File: config.mk
export PLATFORM = sky130hd
export DESIGN_NAME = sram_1p_march_bist_ctrl_flat
export DESIGN_NICKNAME = d
export VERILOG_FILES = /design/src/rtl/sram_1p_march_bist_ctrl_if.sv /design/src/rtl/sram_1p_march_bist_ctrl.sv /design/src/flat_wrapper.sv
export SDC_FILE = /design/constraint.sdc
export NUM_CORES = 1
export LEC_CHECK = 0
export ABC_AREA = 1
export BUFFER_PORTS_ARGS = -buffer_cell sky130_fd_sc_hd__buf_2
export CORE_UTILIZATION = 35
export CTS_BUF_LIST = sky130_fd_sc_hd__clkbuf_8
export DETAILED_ROUTE_END_ITERATION = 12
export GPL_TIMING_DRIVEN = 0
export PLACE_DENSITY = 0.75
export SLEW_MARGIN = 20
export SYNTH_ARGS = -nofsm -noshare
export SYNTH_HDL_FRONTEND = slang
export SYNTH_SLANG_ARGS = --single-unit
File: constraint.sdc
create_clock -name A_CLK -period 1.7 [get_ports A_CLK]
set_input_delay 0.17 -clock A_CLK [delete_from_list [all_inputs] [get_ports A_CLK]]
set_output_delay 0.17 -clock A_CLK [all_outputs]
set_load 0.05 [all_outputs]
File: src/rtl/sram_1p_march_bist_ctrl_if.sv
// BIST-side port bundle between the March controller and one RM_IHPSG13_1P macro.
interface sram_1p_march_bist_ctrl_if #(
  parameter int P_DATA_WIDTH = 64,
  parameter int P_ADDR_WIDTH = 6
);

  logic                    A_BIST_EN;
  logic                    A_BIST_MEN;
  logic                    A_BIST_WEN;
  logic                    A_BIST_REN;
  logic [P_ADDR_WIDTH-1:0] A_BIST_ADDR;
  logic [P_DATA_WIDTH-1:0] A_BIST_DIN;
  logic [P_DATA_WIDTH-1:0] A_BIST_BM;
  logic [P_DATA_WIDTH-1:0] A_BIST_DOUT;

  // Controller side: drives the macro's BIST port, observes its read data.
  modport master (
    output A_BIST_EN, A_BIST_MEN, A_BIST_WEN, A_BIST_REN,
    output A_BIST_ADDR, A_BIST_DIN, A_BIST_BM,
    input  A_BIST_DOUT
  );

  // Macro side.
  modport slave (
    input  A_BIST_EN, A_BIST_MEN, A_BIST_WEN, A_BIST_REN,
    input  A_BIST_ADDR, A_BIST_DIN, A_BIST_BM,
    output A_BIST_DOUT
  );

endinterface

File: src/rtl/sram_1p_march_bist_ctrl.sv
// March C- BIST engine for a single-port SRAM macro with a BIST port.
// Sequence: up(w0) up(r0,w1) up(r1,w0) down(r0,w1) down(r1,w0) up(r0),
// one operation per cycle, followed by one drain cycle so the final read
// is compared before DONE rises.
module sram_1p_march_bist_ctrl #(
  parameter int P_DATA_WIDTH = 64,
  parameter int P_ADDR_WIDTH = 6,
  parameter int P_FCNT_WIDTH = 8
) (
  input  logic                    A_CLK,
  input  logic                    A_RST,
  input  logic                    START,
  output logic                    BUSY,
  output logic                    DONE,
  output logic                    FAIL,
  output logic [P_ADDR_WIDTH-1:0] FAIL_ADDR,
  output logic [P_FCNT_WIDTH-1:0] FAIL_COUNT,
  sram_1p_march_bist_ctrl_if.master bist
);

  typedef enum logic [3:0] {
    S_IDLE, S_M0, S_M1, S_M2, S_M3, S_M4, S_M5, S_DRAIN, S_FIN
  } state_t;

  localparam logic [P_ADDR_WIDTH-1:0] ADDR_MAX = '1;
  localparam logic [P_ADDR_WIDTH-1:0] ADDR_MIN = '0;
  localparam logic [P_FCNT_WIDTH-1:0] FCNT_MAX = '1;

  // Sequencer state: element, address and read/write phase of the
  // operation currently on the port (phase 0 = read, 1 = write).
  state_t                  state_q, state_d;
  logic [P_ADDR_WIDTH-1:0] addr_q, addr_d;
  logic                    phase_q, phase_d;

  // Registered port values and their next-cycle decode.
  logic                    busy_q, busy_d;
  logic                    done_q, done_d;
  logic                    men_q, men_d;
  logic                    wen_q, wen_d;
  logic                    ren_q, ren_d;
  logic                    din_one_d;
  logic [P_DATA_WIDTH-1:0] din_q;
  logic [P_DATA_WIDTH-1:0] bm_q;

  // Compare stage: what the read issued last cycle should return.
  logic                    cmp_vld_q;
  logic                    cmp_one_q;
  logic [P_ADDR_WIDTH-1:0] cmp_addr_q;
  logic                    miscmp;

  logic                    fail_q;
  logic [P_ADDR_WIDTH-1:0] fail_addr_q;
  logic [P_FCNT_WIDTH-1:0] fail_count_q;

  logic start_ok;
  assign start_ok = START && ((state_q == S_IDLE) || (state_q == S_FIN));

  // State register: element, address counter and operation phase.
  always_ff @(posedge A_CLK) begin
    // NOTE: non-blocking assignments make every flop sample pre-edge values,
    // so the order of statements across always_ff blocks cannot matter.
    if (A_RST) begin
      state_q <= S_IDLE;
      addr_q  <= '0;
      phase_q <= 1'b0;
    end else begin
      state_q <= state_d;
      addr_q  <= addr_d;
      phase_q <= phase_d;
    end
  end

  // Next-state: walk each element's address range, advancing element on
  // the last operation at the terminal address.
  always_comb begin
    // NOTE: defaults first so every path assigns every output of this block;
    // a missing branch would otherwise infer a latch.
    state_d = state_q;
    addr_d  = addr_q;
    phase_d = phase_q;
    case (state_q)
      S_IDLE, S_FIN: begin
        if (start_ok) begin
          state_d = S_M0;
          addr_d  = ADDR_MIN;
          phase_d = 1'b0;
        end
      end
      S_M0: begin
        if (addr_q == ADDR_MAX) begin
          state_d = S_M1;
          addr_d  = ADDR_MIN;
        end else begin
          addr_d = addr_q + 1'b1;
        end
      end
      S_M1, S_M2: begin
        if (!phase_q) begin
          phase_d = 1'b1;
        end else begin
          phase_d = 1'b0;
          if (addr_q == ADDR_MAX) begin
            if (state_q == S_M1) begin
              state_d = S_M2;
              addr_d  = ADDR_MIN;
            end else begin
              state_d = S_M3;
              addr_d  = ADDR_MAX;
            end
          end else begin
            addr_d = addr_q + 1'b1;
          end
        end
      end
      S_M3, S_M4: begin
        if (!phase_q) begin
          phase_d = 1'b1;
        end else begin
          phase_d = 1'b0;
          if (addr_q == ADDR_MIN) begin
            if (state_q == S_M3) begin
              state_d = S_M4;
              addr_d  = ADDR_MAX;
            end else begin
              state_d = S_M5;
              addr_d  = ADDR_MIN;
            end
          end else begin
            addr_d = addr_q - 1'b1;
          end
        end
      end
      S_M5: begin
        if (addr_q == ADDR_MAX) begin
          state_d = S_DRAIN;
          addr_d  = ADDR_MIN;
        end else begin
          addr_d = addr_q + 1'b1;
        end
      end
      S_DRAIN: state_d = S_FIN;
      default: state_d = S_IDLE;
    endcase
  end

  // Output decode of the operation that will be on the port next cycle.
  always_comb begin
    men_d     = 1'b0;
    wen_d     = 1'b0;
    ren_d     = 1'b0;
    din_one_d = 1'b0;
    case (state_d)
      S_M0: begin
        men_d = 1'b1;
        wen_d = 1'b1;
      end
      S_M1, S_M3: begin
        men_d     = 1'b1;
        wen_d     = phase_d;
        ren_d     = !phase_d;
        din_one_d = phase_d;
      end
      S_M2, S_M4: begin
        men_d = 1'b1;
        wen_d = phase_d;
        ren_d = !phase_d;
      end
      S_M5: begin
        men_d = 1'b1;
        ren_d = 1'b1;
      end
      default: ;
    endcase
    busy_d = (state_d != S_IDLE) && (state_d != S_FIN);
    done_d = (state_d == S_FIN);
  end

  // Output register: all port and status strobes come straight from flops.
  always_ff @(posedge A_CLK) begin
    if (A_RST) begin
      busy_q <= 1'b0;
      done_q <= 1'b0;
      men_q  <= 1'b0;
      wen_q  <= 1'b0;
      ren_q  <= 1'b0;
      din_q  <= '0;
      bm_q   <= '0;
    end else begin
      busy_q <= busy_d;
      done_q <= done_d;
      men_q  <= men_d;
      wen_q  <= wen_d;
      ren_q  <= ren_d;
      din_q  <= {P_DATA_WIDTH{din_one_d}};
      bm_q   <= {P_DATA_WIDTH{wen_d}};
    end
  end

  // Capture expected data and address of the read the macro samples this edge.
  always_ff @(posedge A_CLK) begin
    if (A_RST) begin
      cmp_vld_q  <= 1'b0;
      cmp_one_q  <= 1'b0;
      cmp_addr_q <= '0;
    end else begin
      cmp_vld_q  <= ren_q;
      cmp_one_q  <= (state_q == S_M2) || (state_q == S_M4);
      cmp_addr_q <= addr_q;
    end
  end

  assign miscmp = cmp_vld_q && (bist.A_BIST_DOUT != {P_DATA_WIDTH{cmp_one_q}});

  // Result tracking: sticky fail, first failing address, saturating count.
  always_ff @(posedge A_CLK) begin
    if (A_RST) begin
      fail_q       <= 1'b0;
      fail_addr_q  <= '0;
      fail_count_q <= '0;
    end else if (start_ok) begin
      fail_q       <= 1'b0;
      fail_addr_q  <= '0;
      fail_count_q <= '0;
    end else if (miscmp) begin
      fail_q <= 1'b1;
      if (!fail_q) begin
        fail_addr_q <= cmp_addr_q;
      end
      if (fail_count_q != FCNT_MAX) begin
        fail_count_q <= fail_count_q + 1'b1;
      end
    end
  end

  assign BUSY       = busy_q;
  assign DONE       = done_q;
  assign FAIL       = fail_q;
  assign FAIL_ADDR  = fail_addr_q;
  assign FAIL_COUNT = fail_count_q;

  assign bist.A_BIST_EN   = busy_q;
  assign bist.A_BIST_MEN  = men_q;
  assign bist.A_BIST_WEN  = wen_q;
  assign bist.A_BIST_REN  = ren_q;
  assign bist.A_BIST_ADDR = addr_q;
  assign bist.A_BIST_DIN  = din_q;
  assign bist.A_BIST_BM   = bm_q;

endmodule

File: src/flat_wrapper.sv
// flat-port wrapper written by rule: the top's interface ports become plain ports
module sram_1p_march_bist_ctrl_flat 
#(
  parameter int P_DATA_WIDTH = 64,
  parameter int P_ADDR_WIDTH = 6,
  parameter int P_FCNT_WIDTH = 8
)
  (A_CLK, A_RST, START, BUSY, DONE, FAIL, FAIL_ADDR, FAIL_COUNT, bist_A_BIST_EN, bist_A_BIST_MEN, bist_A_BIST_WEN, bist_A_BIST_REN, bist_A_BIST_ADDR, bist_A_BIST_DIN, bist_A_BIST_BM, bist_A_BIST_DOUT);
  sram_1p_march_bist_ctrl_if #(.P_DATA_WIDTH(P_DATA_WIDTH), .P_ADDR_WIDTH(P_ADDR_WIDTH)) bist_i ();
  input  logic A_CLK;
  input  logic A_RST;
  input  logic START;
  output logic BUSY;
  output logic DONE;
  output logic FAIL;
  output logic [P_ADDR_WIDTH-1:0] FAIL_ADDR;
  output logic [P_FCNT_WIDTH-1:0] FAIL_COUNT;
  output wire logic [$bits(bist_i.A_BIST_EN)-1:0] bist_A_BIST_EN;
  output wire logic [$bits(bist_i.A_BIST_MEN)-1:0] bist_A_BIST_MEN;
  output wire logic [$bits(bist_i.A_BIST_WEN)-1:0] bist_A_BIST_WEN;
  output wire logic [$bits(bist_i.A_BIST_REN)-1:0] bist_A_BIST_REN;
  output wire logic [$bits(bist_i.A_BIST_ADDR)-1:0] bist_A_BIST_ADDR;
  output wire logic [$bits(bist_i.A_BIST_DIN)-1:0] bist_A_BIST_DIN;
  output wire logic [$bits(bist_i.A_BIST_BM)-1:0] bist_A_BIST_BM;
  input wire logic [$bits(bist_i.A_BIST_DOUT)-1:0] bist_A_BIST_DOUT;
  assign bist_A_BIST_EN = bist_i.A_BIST_EN;
  assign bist_A_BIST_MEN = bist_i.A_BIST_MEN;
  assign bist_A_BIST_WEN = bist_i.A_BIST_WEN;
  assign bist_A_BIST_REN = bist_i.A_BIST_REN;
  assign bist_A_BIST_ADDR = bist_i.A_BIST_ADDR;
  assign bist_A_BIST_DIN = bist_i.A_BIST_DIN;
  assign bist_A_BIST_BM = bist_i.A_BIST_BM;
  assign bist_i.A_BIST_DOUT = bist_A_BIST_DOUT;
  sram_1p_march_bist_ctrl #(.P_DATA_WIDTH(P_DATA_WIDTH), .P_ADDR_WIDTH(P_ADDR_WIDTH), .P_FCNT_WIDTH(P_FCNT_WIDTH)) u_core (.A_CLK(A_CLK), .A_RST(A_RST), .START(START), .BUSY(BUSY), .DONE(DONE), .FAIL(FAIL), .FAIL_ADDR(FAIL_ADDR), .FAIL_COUNT(FAIL_COUNT), .bist(bist_i));
endmodule
==> results.py <==
metrics = {
    "cells_and_area": {
        "final_common_cell": "buf_2",
        "drive_above_1_share": 0.608,
        "fillers": 971,
        "fin_nets": 842,
        "area_growth_pct": 50.9,
        "antenna_cells": 0,
        "layout_common_cells": "222 x buf_2, 144 x buf_4, 74 x nand2_1",
        "fin_util": 0.548,
    },
    "global_routing": {
        "grt_max_degree": 66,
        "antenna_found_initial": 0,
        "grtUsageTotal": 0.171,
        "grt_overflow": 0,
        "grt_pass1_vias": 3171,
        "grt_pass1_wl_microns": 14500,
    },
    "setup_path": {
        "cp_slowest_stage_delay_ns": 0.33,
        "rr_worst_depth": 10,
        "worstSetupPathType": "reg -> reg",
        "r2r_setup_slack_ns": -0.07,
        "cp_max_fo": 5,
        "endpoint": "u_core.FAIL_COUNT[1]",
        "worstPathBufferInverterCount": 3,
        "r2r_start": "u_core.cmp_one_q",
        "start_kind": "register",
        "critPathSlowestCell": "dfxtp_2",
        "crit_family": "simple AND/OR/NAND/NOR gates",
        "worstPathArrival_ns": 1.95,
        "critPathLaunch": "u_core.cmp_one_q",
        "critPathRequiredTime_ns": 1.88,
        "cp-end-kind": "register",
        "crit_cells": 10,
        "timing.rr.end": "u_core.FAIL_COUNT[1]",
        "crit_chain": "buf_6, buf_12, nand4_1, o31ai_1, nand2_1, nor2_4, nand2_4, buf_6, nand4_1, a21oi_1",
    },
    "detailed_routing": {
        "drcViolationCount": 0,
        "avgRoutedWirePerCell_microns": 11.4,
        "vias_per_cell": 4.44,
        "drt_wl_total_microns": 10300,
        "vias": 4020,
        "ant_nets": 0,
        "drt_pass1_iterations": 5,
        "first_iter_violations": 167,
    },
    "logic_synthesis": {
        "ys_warn_count": 0,
        "synth.distinct_cells": 39,
        "synth_area_leaders": "buf_4 27%, dfxtp_1 22%, nand2_1 9.5%, nand3_1 5.0%, nand4_1 4.9%",
        "synthAdderAreaFrac": 0.0105,
        "postSynthAreaPerCell_sq_um": 6.87,
        "synth_mux_area_frac": 0,
        "seq_area_frac_synth": 0.223,
        "synth-simple-area-share": 0.327,
        "synthXorXnorAreaFrac": 0.0220,
        "synth_compound_area_frac": 0.0792,
        "syn_inst": 522,
        "syn-cell-area_sq_um": 3580,
        "yosysTopAreaCell": "buf_4",
        "synth.net_count": 592,
        "synth-seq-cells": 40,
        "synth_top_family_by_area": "buffers and inverters",
        "synth_top_area_frac": 0.274,
    },
    "floorplanning": {
        "dieArea_sq_um": 10700,
        "core-area_sq_um": 9860,
        "ioPinCount": 222,
        "dieHeight_microns": 103,
        "initial_utilization": 0.363,
        "fp.dieW_microns": 103,
        "rows": 36,
    },
    "clocking": {
        "cts_tree": "yes",
        "cts_max_level": 2,
        "cts-root-buf": "clkbuf_8",
        "cts_num_sinks": 40,
        "cts_hold_buf": 0,
        "cts_made_buffers": 5,
        "insertion_delay_ns": 0.31,
        "clk_pin_slew_ns": 0.09,
        "cts_buffer_depth": 2,
    },
    "sta": {
        "relSlewSlack": 0.681,
        "rsz0062_at_grt": "true",
        "slew_viol_final": 0,
        "finalCritPeriodShare": 1.04,
        "skew_ns": 0.0110,
        "fin_crit_ns": 1.77,
        "worst_pin_slew_ns": 0.478,
        "hold_slack_ns": 0.170,
        "report.final.hold_viol_count": 0,
        "setup_slack_ns": -0.0675,
        "max_freq_ghz": 0.566,
        "setup_viol": 17,
    },
    "place": {
        "port_buffers": 221,
        "dp_hpwl_microns": 7580,
        "gp_routability_congestion": 0.920,
    },
    "run_status": {
        "violations": "setup timing",
        "outcome": "finished, violations left",
    },
    "power": {
        "total_power_uw": 2750,
        "peakVddDrop_mv": 0.307,
        "p_per_area_nw_per_um2": 508,
        "leakage_uw": 0.00303,
    },
    "worst_hold_path": {
        "hp-class": "in -> reg",
    },
    "flow_run": {
        "cap_viol_max_count": 0,
    },
}
==> per-stage QoR <==
| step | setup TNS [ns] | instances | area (sq um) | setup slack, ns |
|---|---|---|---|---|
| 2_1_floorplan | 0 | 522 | 3600 | 0.00769 |
| 3_3_place_gp | -1.00 | 876 | 4870 | -0.0909 |
| 3_5_place_dp | -0.814 | 876 | 4870 | -0.0912 |
| 4_1_cts | -0.0234 | 890 | 5060 | -0.0234 |
| 5_1_grt | -2.97 | 906 | 5410 | -0.194 |
| 6_report | -0.756 | 906 | 5410 | -0.0675 |
==> power breakdown <==
group,switching (uW),internal [uW]
Clock,368,291
Sequential,18.0,944
Combinational,759,369
Total,1150,1600
==> cell type report <==
| cell class | instances | area [sq um] | share of cell area |
|---|---|---|---|
| timing repair buffer | 242 | 1350 | 0.249 |
| clock inverter | 3 | 23.8 | 0.00439 |
| tap | 133 | 166 | 0.0308 |
| clock buffer | 5 | 68.8 | 0.0127 |
| inverter | 44 | 168 | 0.0310 |
| sequential | 40 | 826 | 0.153 |
| multi-input combinational | 300 | 1760 | 0.326 |
| buffer | 139 | 1050 | 0.194 |
==> synth_stat cells <==
master,count
buf_4,131
o311ai_1,1
nand3_1,36
inv_1,36
inv_2,7
o31ai_1,2
buf_6,2
nor2_4,4
ha_1,3
clkbuf_1,3
nand2_2,5
nor2_1,44
nor4_1,1
o221ai_1,1
nand3_4,2
buf_12,1
o21ai_1,1
nand4_1,28
nand3b_1,1
o21ai_2,1
clkinv_1,1
o21ai_0,10
nor3_1,18
and2_4,1
a21boi_1,1
buf_2,1
xnor2_1,3
nor2_2,4
xor2_1,6
o211ai_1,4
o31ai_2,2
buf_1,1
nand3_2,2
nand2_1,91
a21oi_2,4
a21oi_1,18
nand2_4,2
dfxtp_1,40
and3_1,3
==> cell families (layout without fill, tap and decap cells) <==
logic type | count (synthesis) | count (layout)
AND/OR/NAND/NOR | 242 | 243
buffers and inverters | 183 | 433
AO/OA/AOI/OAI | 45 | 45
flip-flops | 40 | 40
XOR/XNOR | 9 | 9
adder cells (fa/ha/maj) | 3 | 3
==> sequential cells by signal (all words and copies together), names as in the netlist <==
name / flops
u_core.bist.A_BIST_DIN: 1
u_core.state_q: 4
u_core.phase_q: 1
u_core.FAIL_COUNT: 8
u_core.FAIL_ADDR: 6
u_core.bist.A_BIST_ADDR: 6
u_core.bist.A_BIST_MEN: 1
u_core.BUSY: 1
u_core.cmp_vld_q: 1
u_core.bist.A_BIST_REN: 1
u_core.cmp_addr_q: 6
u_core.cmp_one_q: 1
u_core.DONE: 1
u_core.bist.A_BIST_BM: 1
u_core.FAIL: 1
==> worst min path at each step <==
stage                                       from                to  cells after the start
after global routing                       START       u_core.BUSY                      3
after floorplan                            START       u_core.BUSY                      2
after detailed placement  u_core.bist.A_BIST_REN  u_core.cmp_vld_q                      2
final                                      START       u_core.BUSY                      3
after CTS                                  START       u_core.BUSY                      3
after global placement    u_core.bist.A_BIST_REN  u_core.cmp_vld_q                      2
==> tightest hold or removal path, cell delays in order <==
cell and delay [ns]:
buf_2 0.10, o21ai_2 0.08, nor2_1 0.08
==> per-layer routing <==
metal / wire, microns / global-route usage
met5: 0 / 0
met2: 5190 / 0.296
met3: 662 / 0.0329
met1: 4250 / 0.205
met4: 247 / 0.0780
==> what timing repair did <==
action / 4_1_cts / 5_1_grt
setup endpoints to repair: 144 / 152
cloned: 0 / 3
hold endpoints to repair: 0 / 0
pin swaps: 9 / 19
setup buffers: 6 / 13
gates resized for setup: 12 / 47
No activity file was read; power rests on OpenSTA's default activity.
